<file path="src/rtl/pwl_pkg.sv">
// ============================================================================
// pwl_pkg : symmetry modes, fold tag layout and saturating arithmetic helpers
// Rev 1.0
// ============================================================================
`default_nettype none

package pwl_pkg;

    localparam int PWL_M = 4;
    localparam int PWL_N = 8;
    localparam int PWL_W = PWL_M + PWL_N;

    typedef enum logic [1:0] {
        SYM_NONE = 2'd0,
        SYM_ODD  = 2'd1,
        SYM_EVEN = 2'd2,
        SYM_COMP = 2'd3
    } sym_mode_e;

    // Per-beat side information that travels alongside the PWL latency.
    typedef struct packed {
        logic      valid;
        logic      neg;
        sym_mode_e mode;
`ifdef PWL_SAT_CNT_EN
        logic      fsat;
`endif
    } tag_t;

    localparam int TAG_W = $bits(tag_t);

    function automatic logic signed [31:0] sat_clamp(input logic signed [31:0] v, input int w);
        logic signed [31:0] hi;
        logic signed [31:0] lo;
        hi = (32'sd1 <<< (w - 1)) - 32'sd1;
        lo = -hi - 32'sd1;
        if (v > hi)
            sat_clamp = hi;
        else if (v < lo)
            sat_clamp = lo;
        else
            sat_clamp = v;
    endfunction

    function automatic logic in_range(input logic signed [31:0] v, input int w);
        logic signed [31:0] hi;
        hi = (32'sd1 <<< (w - 1)) - 32'sd1;
        in_range = (v <= hi) && (v >= -hi - 32'sd1);
    endfunction

    function automatic logic signed [31:0] sat_neg(input logic signed [31:0] v, input int w);
        sat_neg = sat_clamp(-v, w);
    endfunction

    function automatic logic signed [31:0] sat_sub(input logic signed [31:0] a,
                                                   input logic signed [31:0] b,
                                                   input int w);
        sat_sub = sat_clamp(a - b, w);
    endfunction

endpackage

`default_nettype wire

</file>
<file path="src/rtl/pwl_sync_fifo.sv">
// ============================================================================
// pwl_sync_fifo : first-word-fall-through synchronous FIFO with occupancy count
// Rev 1.0
// ============================================================================
`default_nettype none

module pwl_sync_fifo #(
    parameter int WIDTH = 12,
    parameter int DEPTH = 8
) (
    input  logic                           clk,
    input  logic                           rst_n,
    input  logic                           wr_i,
    input  logic [WIDTH-1:0]               wdata_i,
    input  logic                           rd_i,
    output logic [WIDTH-1:0]               rdata_o,
    output logic                           valid_o,
    output logic [$clog2(DEPTH+1)-1:0]     count_o
);

    localparam int CW = $clog2(DEPTH + 1);
    localparam int PW = (DEPTH > 1) ? $clog2(DEPTH) : 1;
    localparam logic [CW-1:0] DEPTH_C = CW'(DEPTH);

    logic [WIDTH-1:0] mem_q [DEPTH];
    logic [PW-1:0]    wptr_q, wptr_d;
    logic [PW-1:0]    rptr_q, rptr_d;
    logic [CW-1:0]    count_q, count_d;
    logic             do_rd;

    function automatic logic [PW-1:0] next_ptr(input logic [PW-1:0] p);
        next_ptr = (p == PW'(DEPTH - 1)) ? '0 : p + PW'(1);
    endfunction

    always_comb begin
        do_rd   = rd_i && (count_q != '0);
        wptr_d  = wr_i  ? next_ptr(wptr_q) : wptr_q;
        rptr_d  = do_rd ? next_ptr(rptr_q) : rptr_q;
        count_d = count_q + CW'(wr_i) - CW'(do_rd);
    end

    always_ff @(posedge clk) begin
        if (!rst_n) begin
            wptr_q  <= '0;
            rptr_q  <= '0;
            count_q <= '0;
        end else begin
            wptr_q  <= wptr_d;
            rptr_q  <= rptr_d;
            count_q <= count_d;
        end
    end

    // Storage is left unreset; only the pointers define what is valid.
    always_ff @(posedge clk) begin
        if (wr_i)
            mem_q[wptr_q] <= wdata_i;
    end

    assign rdata_o = mem_q[rptr_q];
    assign valid_o = (count_q != '0);
    assign count_o = count_q;

    a_no_overflow: assert property (@(posedge clk) disable iff (!rst_n)
        !(wr_i && !rd_i && (count_q == DEPTH_C)));

endmodule

`default_nettype wire

</file>
<file path="src/rtl/pwl_sym_fold.sv">
// ============================================================================
// pwl_sym_fold : symmetry fold/unfold wrapper with credit flow control around
//                a fixed-latency PWL evaluator. Option macro: PWL_SAT_CNT_EN
// Rev 1.0
// ============================================================================
`default_nettype none

module pwl_sym_fold
    import pwl_pkg::*;
#(
    parameter int M          = PWL_M,
    parameter int N          = PWL_N,
    parameter int PWL_LAT    = 5,
    parameter int FIFO_DEPTH = 8,
    parameter int COMP_CONST = 256
) (
    input  logic                    clk,
    input  logic                    rst_n,
    input  logic [1:0]              mode,
    input  logic                    in_valid,
    output logic                    in_ready,
    input  logic signed [M+N-1:0]   in_x,
    output logic signed [M+N-1:0]   pwl_x,
    input  logic signed [M+N-1:0]   pwl_y,
    output logic                    out_valid,
    input  logic                    out_ready,
    output logic signed [M+N-1:0]   out_y,
    output logic                    busy
`ifdef PWL_SAT_CNT_EN
    ,
    output logic [15:0]             sat_cnt
`endif
);

    localparam int W  = M + N;
    localparam int CW = $clog2(FIFO_DEPTH + 1);
    localparam logic [CW:0] DEPTH_C = (CW + 1)'(FIFO_DEPTH);

    sym_mode_e          mode_in;
    logic               accept;
    logic               fold_neg;
    logic signed [W-1:0] fold_x;
    logic signed [W-1:0] pwl_x_q;
    tag_t               tag_d;
    tag_t               tag_q [PWL_LAT+1];
    tag_t               tag_out;
    logic signed [W-1:0] unfold_y;
    logic               fifo_wr;
    logic               fifo_rd;
    logic               fifo_valid;
    logic [W-1:0]       fifo_rdata;
    logic [CW-1:0]      fifo_count;
    logic [CW-1:0]      inflight_q, inflight_d;
    logic [CW:0]        credit_used;

    assign mode_in = sym_mode_e'(mode);

    always_comb begin
        fold_neg   = (mode_in != SYM_NONE) && in_x[W-1];
        fold_x     = fold_neg ? W'(sat_neg(32'(in_x), W)) : in_x;
        tag_d      = '0;
        tag_d.valid = accept;
        tag_d.neg  = fold_neg;
        tag_d.mode = mode_in;
`ifdef PWL_SAT_CNT_EN
        tag_d.fsat = fold_neg && !in_range(-32'(in_x), W);
`endif
    end

    // Tag stage k lines up with pwl_y k cycles after pwl_x was loaded;
    // the extra stage covers the register in front of the evaluator.
    always_ff @(posedge clk) begin
        if (!rst_n) begin
            pwl_x_q    <= '0;
            inflight_q <= '0;
            for (int i = 0; i <= PWL_LAT; i++)
                tag_q[i] <= '0;
        end else begin
            if (accept)
                pwl_x_q <= fold_x;
            tag_q[0] <= tag_d;
            for (int i = 1; i <= PWL_LAT; i++)
                tag_q[i] <= tag_q[i-1];
            inflight_q <= inflight_d;
        end
    end

    assign tag_out = tag_q[PWL_LAT];

    always_comb begin
        unfold_y = pwl_y;
        if (tag_out.neg) begin
            case (tag_out.mode)
                SYM_ODD:  unfold_y = W'(sat_neg(32'(pwl_y), W));
                SYM_COMP: unfold_y = W'(sat_sub(32'(COMP_CONST), 32'(pwl_y), W));
                default:  unfold_y = pwl_y;
            endcase
        end
    end

    assign fifo_wr     = tag_out.valid;
    assign inflight_d  = inflight_q + CW'(accept) - CW'(fifo_wr);
    assign credit_used = {1'b0, fifo_count} + {1'b0, inflight_q};
    assign in_ready    = rst_n && (credit_used < DEPTH_C);
    assign accept      = in_valid && in_ready;
    assign fifo_rd     = out_valid && out_ready;

    pwl_sync_fifo #(
        .WIDTH (W),
        .DEPTH (FIFO_DEPTH)
    ) u_fifo (
        .clk     (clk),
        .rst_n   (rst_n),
        .wr_i    (fifo_wr),
        .wdata_i (unfold_y),
        .rd_i    (fifo_rd),
        .rdata_o (fifo_rdata),
        .valid_o (fifo_valid),
        .count_o (fifo_count)
    );

    assign pwl_x     = pwl_x_q;
    assign out_valid = rst_n && fifo_valid;
    assign out_y     = rst_n ? fifo_rdata : '0;
    assign busy      = rst_n && ((inflight_q != '0) || (fifo_count != '0));

`ifdef PWL_SAT_CNT_EN
    logic        unfold_sat;
    logic [15:0] sat_cnt_q;

    always_comb begin
        unfold_sat = 1'b0;
        if (tag_out.neg && tag_out.mode == SYM_ODD)
            unfold_sat = !in_range(-32'(pwl_y), W);
        else if (tag_out.neg && tag_out.mode == SYM_COMP)
            unfold_sat = !in_range(32'(COMP_CONST) - 32'(pwl_y), W);
    end

    // One increment per beat even when both fold and unfold clip; sticks at max.
    always_ff @(posedge clk) begin
        if (!rst_n)
            sat_cnt_q <= '0;
        else if (fifo_wr && (tag_out.fsat || unfold_sat) && sat_cnt_q != 16'hFFFF)
            sat_cnt_q <= sat_cnt_q + 16'd1;
    end

    assign sat_cnt = sat_cnt_q;
`endif

endmodule

`default_nettype wire

</file>
<file path="config.mk">
export PLATFORM = sky130hd
export DESIGN_NAME = pwl_sym_fold
export DESIGN_NICKNAME = d
export VERILOG_FILES = /design/src/rtl/pwl_pkg.sv /design/src/rtl/pwl_sync_fifo.sv /design/src/rtl/pwl_sym_fold.sv
export SDC_FILE = /design/constraint.sdc
export NUM_CORES = 1
export LEC_CHECK = 0
export CAP_MARGIN = 15
export CORE_MARGIN = 5
export CORE_UTILIZATION = 40
export CTS_CLUSTER_DIAMETER = 80
export CTS_CLUSTER_SIZE = 10
export DETAILED_ROUTE_END_ITERATION = 6
export MAX_ROUTING_LAYER = met4
export PLACE_DENSITY = 0.58
export SLEW_MARGIN = 20
export SYNTH_ARGS = -nofsm -noshare
export SYNTH_HDL_FRONTEND = slang
export SYNTH_SLANG_ARGS = --single-unit
</file>
<file path="constraint.sdc">
create_clock -name clk -period 3.75 [get_ports clk]
set_input_delay 0.75 -clock clk [delete_from_list [all_inputs] [get_ports clk]]
set_output_delay 0.75 -clock clk [all_outputs]
set_load 0.01 [all_outputs]
</file>
==> impl_metrics.yaml, run 1 <==
timing:
  slew-limit-headroom_pct: 48.7
  post-route-min-period_ns: 3.64
  setup_violations: 0
  fmaxAchievable_mhz: 275
  timing_max_transition_violations_final: 0
  timing_hold_violations_final: 0
  ratio_of_final_minimum_period_to_clock_period_pct: 97.1
  worst_tran_pin_value_ns: 0.767
  final.setup_skew_ns: 0.00689
grt:
  antenna_found_initial: 0
  grt_first_pass_wirelength_um: 26500
  largest_net_degree_at_the_start_of_global_routing: 34
  grt_pass1_vias: 5139
  grt_overflow: 0
  grt_usage_pct: 16.9
route:
  detail_route.wirelength_um: 15900
  initialDrtViolationCount: 273
  post_drt_via_cell_ratio: 5.32
  drt_pre_antenna_iters: 5
  drc_errors: 0
  route.vias.total: 5025
  wire_per_inst_um: 16.8
  final_antenna_net_count: 0
clock_tree:
  htreeDepth: 4
  clk-insertion-delay-late_ns: 0.43
  post-cts-setup-buffers: 0
  clk_pin_slew_worst_paths_ns: 0.06
  cts-buffers-inserted: 17
  clock_tree.buffer_depth: 2
  tritoncts: "yes"
  tritoncts_num_sinks: 149
  clock-root-buffer: "sky130_fd_sc_hd__clkbuf_16"
  cts.hold.buffers_added: 0
synthesis:
  ys_seq_area_share_pct: 54.6
  yosys_warnings: 0
  yosysUniqueCellTypes: 68
  syn-num-nets: 649
  synth_top_cell_by_area: "sky130_fd_sc_hd__edfxtp_1"
  postSynth.asyncResetShare_pct: 0
  synth_ff_type: "sky130_fd_sc_hd__edfxtp_1"
  synth-edff-count: 96
  synth_top_area_share_pct: 39.9
  ys_seq_elements: 149
  post_synth.cell_area_avg_sq_um: 12.3
  synthTopCellsByArea: "sky130_fd_sc_hd__edfxtp_1 40%, sky130_fd_sc_hd__dfxtp_1 15%, sky130_fd_sc_hd__mux4_2 7.5%, sky130_fd_sc_hd__ha_1 5.0%, sky130_fd_sc_hd__and2_1 2.5%"
  synthesis.area_sq_mm: 0.00722
  synth_cells: 588
critical_path:
  worst_path_max_delay_cell: "sky130_fd_sc_hd__or4_4"
  critical_path.max_fanout: 8
  critical_path.endpoint_type: "flop"
  path_cells: "clkdlybuf4s50_1, or4_4, nor4_4, inv_1, ha_1, or3_1, nor3_1, buf_4, a21oi_2, nor3_2, a22oi_2"
  worst_path_largest_cell_delay_ns: 0.61
  crit_arrival_ns: 3.77
  worstSetupPathType: "input port to flop"
  timing.critical_path.required_ns: 3.88
  start_kind: "input port"
die:
  fp.dieArea_sq_mm: 0.0208
  chipHeight_um: 144
  die_width_um: 144
  design.portCount: 57
  core_area_sq_mm: 0.0178
  floorplan.rows: 49
  initial_utilization_pct: 40.5
layout:
  multi_input_combinational_cell_area_sq_mm: 0.00307
  final_core_utilization_pct: 50.8
  nFillCells: 1573
  antenna_cells_inserted: 0
  drive_above_1_share_pct: 21.3
  design.final.nets: 763
  area.sequential_sq_mm: 0.00394
  area.growth.synth_to_final_pct: 25.5
placed_design:
  gpl.final_weighted_congestion: 0.871
  detailed_place_hpwl_um: 11300
  port_buffers: 56
power_and_ir_drop:
  design_power_total_w: 0.00447
  cellPowerDensity_mw_per_mm2: 494
  max-vdd-ir-drop_mv: 0.366
  leakagePower_nw: 3.23
worst_hold_path:
  timing.hold.worst.class: "flop to flop"
run:
  timing.max_cap.violations: 0
run_status:
  run_status: "completed"
-- layer usage --
layer	global-route usage [%]	vias up	wire, um
met5	-	-	0
met4	5.60	0	265
met3	3.84	21	641
met2	28.0	113	8000
met1	20.6	2437	6970
li1	-	2454	-
-- synthesized netlist by cell type (all sizes together), types with 11 or more instances --
library cell / number
nor2: 43
nor3: 17
inv: 32
o21ai: 19
mux2i: 14
buf: 11
and2: 29
a21oi: 29
nand2: 34
edfxtp: 96
dfxtp: 53
clkbuf: 18
mux4: 24
ha: 29
nand3: 18
-- metrics by stage --
stage / instance area [sq um] / setup slack, ns / hold WS, ns / instances / TNS, ns
after floorplan: 7220 / 0.0363 / 0.412 / 588 / 0
after global placement: 8450 / -0.294 / 0.413 / 912 / -19.58
after detailed placement: 8450 / -0.513 / 0.422 / 912 / -31.82
after CTS: 9030 / 0.0540 / 0.437 / 944 / 0
after global routing: 9060 / -0.00837 / 0.443 / 944 / -0.0541
final: 9060 / 0.111 / 0.433 / 944 / 0
-- state kept, by name (all words and copies together), names as in the netlist, named ones only --
signal / count
inflight_q: 4
tag_q: 24
pwl_x: 12
u_fifo.count_o: 4
u_fifo.mem_q: 96
u_fifo.rptr_q: 3
u_fifo.wptr_q: 3
-- worst paths after layout --
kind | slack (ns) | from | endpoint | depth (start not counted)
worst max-delay path | 0.11 | pwl_y[6] | u_fifo.mem_q[6][4] | 11
worst min-delay path | 0.43 | tag_q[1][0] | tag_q[2][0] | 1
worst max register to register | 1.25 | u_fifo.count_o[2] | u_fifo.count_o[2] | 12
worst min register to register | 0.43 | tag_q[1][0] | tag_q[2][0] | 1
-- worst max-delay path: cells and delay by family --
kind,cells,cell delay (ns)
AND/OR/NAND/NOR,5,1.85
AO/OA/AOI/OAI,2,0.27
buffers and inverters,3,0.68
adder cells (fa/ha/maj),1,0.21
-- layout make-up --
cell class / instances / area share, %
clock inverter: 15 / 1.62
sequential: 149 / 43.5
multi-input combinational: 378 / 33.8
inverter: 32 / 1.33
tap: 229 / 3.16
timing repair buffer: 124 / 11.8
clock buffer: 17 / 4.70
-- report_power, final --
part | total (W) | switching, W | internal [W] | leakage (nW)
Clock | 0.00163 | 0.000700 | 0.000928 | 0.274
Sequential | 0.00188 | 0.0000471 | 0.00183 | 1.30
Combinational | 0.000965 | 0.000454 | 0.000510 | 1.66
Total | 0.00447 | 0.00120 | 0.00327 | 3.23
-- timing repair --
item                                    in CTS  in global routing
pin swaps                                    0                  3
gates resized for setup                      2                  5
endpoints found under the setup margin      16                 80
-- placed cells by master (no fill, tap or decap), types with 5 or more instances in the layout --
cell type	n
sky130_fd_sc_hd__xnor2_1	7
sky130_fd_sc_hd__a21oi_1	22
sky130_fd_sc_hd__o22ai_1	7
sky130_fd_sc_hd__mux4_2	24
sky130_fd_sc_hd__buf_4	68
sky130_fd_sc_hd__clkdlybuf4s50_1	56
sky130_fd_sc_hd__and2_1	29
sky130_fd_sc_hd__nand2_1	34
sky130_fd_sc_hd__o21ai_0	15
sky130_fd_sc_hd__a31oi_1	8
sky130_fd_sc_hd__dfxtp_1	53
sky130_fd_sc_hd__mux2i_1	14
sky130_fd_sc_hd__edfxtp_1	96
sky130_fd_sc_hd__ha_1	29
sky130_fd_sc_hd__nor2_1	43
sky130_fd_sc_hd__a21oi_2	5
sky130_fd_sc_hd__nor4_1	7
sky130_fd_sc_hd__o211ai_1	7
sky130_fd_sc_hd__nand2b_1	10
sky130_fd_sc_hd__or4_1	5
sky130_fd_sc_hd__nor3_1	15
sky130_fd_sc_hd__inv_1	32
sky130_fd_sc_hd__clkbuf_16	17
sky130_fd_sc_hd__nand3_1	18
-- logic make-up after synthesis --
family	count (synthesis)	synth area share, %
mux	39	9.59
buf+inv	61	3.43
simple gates	194	14.7
compound gates	106	11.1
flops	149	54.6
fa+ha+maj	31	5.58
xor+xnor	8	0.971
Power figures use the tool's default switching activity.
==> inputs of run 2 (changes only) <==
--- a/config.mk
+++ b/config.mk
@@ -13,6 +13,7 @@
 export DETAILED_ROUTE_END_ITERATION = 6
 export MAX_ROUTING_LAYER = met4
 export PLACE_DENSITY = 0.58
+export SETUP_SLACK_MARGIN = 0.1
 export SLEW_MARGIN = 20
 export SYNTH_ARGS = -nofsm -noshare
 export SYNTH_HDL_FRONTEND = slang
==> impl_metrics.yaml, run 2 (synthesis gave the netlist of run 1 again) <==
timing:
  final.setup_skew_ns: 0.00916
  post-route-min-period_ns: 3.66
  fmaxAchievable_mhz: 273
  worst_tran_pin_value_ns: 0.748
  final_total_negative_setup_slack_ns: 0
  timing_max_transition_violations_final: 0
  slew-limit-headroom_pct: 50.1
  ratio_of_final_minimum_period_to_clock_period_pct: 97.5
  rsz0062_at_grt: "no"
  setup_violations: 0
  timing_hold_violations_final: 0
route:
  wire_per_inst_um: 17.2
  detail_route.wirelength_um: 16200
  drc_errors: 0
  post_drt_via_cell_ratio: 5.38
  drt_pre_antenna_iters: 5
  initialDrtViolationCount: 343
  route.vias.total: 5053
  final_antenna_net_count: 0
clock_tree:
  clock-root-buffer: "sky130_fd_sc_hd__clkbuf_16"
  htreeDepth: 4
  clk_pin_slew_worst_paths_ns: 0.06
  tritoncts_num_sinks: 149
  tritoncts: "yes"
  clk-insertion-delay-late_ns: 0.41
  clock_tree.buffer_depth: 2
  cts-buffers-inserted: 17
critical_path:
  start_kind: "input port"
  worstReg2RegEnd: "u_fifo.count_o[2]"
  path_cells: "clkdlybuf4s50_1, or4_4, nor4_4, inv_1, ha_2, or3_4, nor3_4, a21oi_4, buf_4, nor2_1, a31oi_1, buf_4"
  critical_path.max_fanout: 8
  worst_path_largest_cell_delay_ns: 0.61
  critPathBufInv: 4
  critical_path_cell_count: 12
  worst_path_max_delay_cell: "sky130_fd_sc_hd__or4_4"
  timing.critical_path.to: "u_fifo.mem_q[6][8]"
  crit_arrival_ns: 3.82
  critPathLaunch: "pwl_y[4]"
  crit_path_frequent_cell: "sky130_fd_sc_hd__buf_4"
  critical_path.endpoint_type: "flop"
  worst_path_dominant_cell_family: "simple AND/OR/NAND/NOR gates"
  timing.critical_path.required_ns: 3.92
  reg2reg_depth: 12
  worstSetupPathType: "input port to flop"
  worst_r2r_startpoint: "u_fifo.count_o[2]"
  setup.reg_to_reg.worst_slack_ns: 1.22
grt:
  top_usage_layer: "met2"
  global_route.usage.met1_pct: 21.6
  grt_overflow: 0
  groute.layer.met2.usage_pct: 26.9
  globalRouteMet3Util_pct: 3.34
  grt_usage_pct: 16.9
  antenna_found_initial: 0
  grt_first_pass_wirelength_um: 26500
  grt_pass1_vias: 5090
  largest_net_degree_at_the_start_of_global_routing: 40
power_and_ir_drop:
  cellPowerDensity_mw_per_mm2: 486
  design_power_total_w: 0.00444
  leakagePower_nw: 3.25
  max-vdd-ir-drop_mv: 0.312
layout:
  final_core_utilization_pct: 51.2
  leading_cell_types_in_the_layout_fill_and_taps_excluded: "96 x sky130_fd_sc_hd__edfxtp_1, 63 x sky130_fd_sc_hd__buf_4, 56 x sky130_fd_sc_hd__clkdlybuf4s50_1"
  design.final.nets: 759
  layout.cells.most_common: "sky130_fd_sc_hd__edfxtp_1"
  registers.top_by_ff_count: "u_fifo.mem_q"
  design_area_sq_mm: 0.00913
  drive_above_1_share_pct: 22.1
  antenna_cells_inserted: 0
  final-instance-count-excl-fill: 940
  largest_register_ffs: 96
  area.growth.synth_to_final_pct: 26.5
die:
  initial_utilization_pct: 40.5
  design.portCount: 57
  die_width_um: 144
  fp.dieArea_sq_mm: 0.0208
  chipHeight_um: 144
  core_area_sq_mm: 0.0178
  floorplan.rows: 49
placed_design:
  post-place-cells: 903
  port_buffers: 56
  detailed_place_hpwl_um: 11300
  dpl-instance-area_sq_mm: 0.00839
  gpl.final_weighted_congestion: 0.877
worst_hold_path:
  hold_path.startpoint: "tag_q[3][2]"
  timing.hold.worst.class: "flop to flop"
run:
  timing.max_cap.violations: 0
run_status:
  run_status: "completed"
[run 2: cell count changes in the layout (fill, tap and decap cells not counted), sizes merged]
cell,before,now
clkinv,5,3
clkbuf,17,23
inv,38,36
bufinv,1,0
clkinvlp,3,2
buf,68,64
[run 2: worst min path at each step]
stage,endpoint,depth (start not counted)
final,tag_q[4][2],1
after floorplan,tag_q[1][0],1
after global placement,tag_q[5][3],1
after CTS,tag_q[4][0],1
after global routing,tag_q[2][1],1
after detailed placement,tag_q[4][0],1
[run 2: layer usage]
layer	wire length (um)	vias to the layer above	part of all wire [%]
met5	0	-	0
met4	182	0	1.1
met3	618	16	3.8
met2	8090	124	50
met1	7270	2465	45
li1	-	2448	-
[run 2: final cells by class]
type / instances / area [sq um]
fill: 1569 / 8710
tap: 229 / 287
inverter: 32 / 120
clock buffer: 23 / 499
clock inverter: 9 / 65.1
timing repair buffer: 120 / 1040
sequential: 149 / 3940
multi-input combinational: 378 / 3170
[run 2: repair_timing]
action | in CTS | in global routing
hold buffers | 0 | 0
pin swaps | 1 | 14
setup buffers | 2 | 3
hold endpoints to repair | 0 | 0
gates resized for setup | 5 | 19
endpoints found under the setup margin | 48 | 88
[run 2: metrics by stage]
step | setup WS, ns | hold WS [ns]
6_report | 0.0928 | 0.432
5_1_grt | 0.0375 | 0.454
4_1_cts | 0.0998 | 0.435
3_5_place_dp | -0.441 | 0.419
3_3_place_gp | -0.290 | 0.415
2_1_floorplan | 0.122 | 0.412
[run 2: where the power goes]
part	internal (W)	leakage [nW]	total, W	switching (W)
Sequential	0.00183	1.30	0.00188	0.0000478
Clock	0.000943	0.274	0.00158	0.000640
Combinational	0.000513	1.68	0.000974	0.000461
Total	0.00329	3.25	0.00444	0.00115
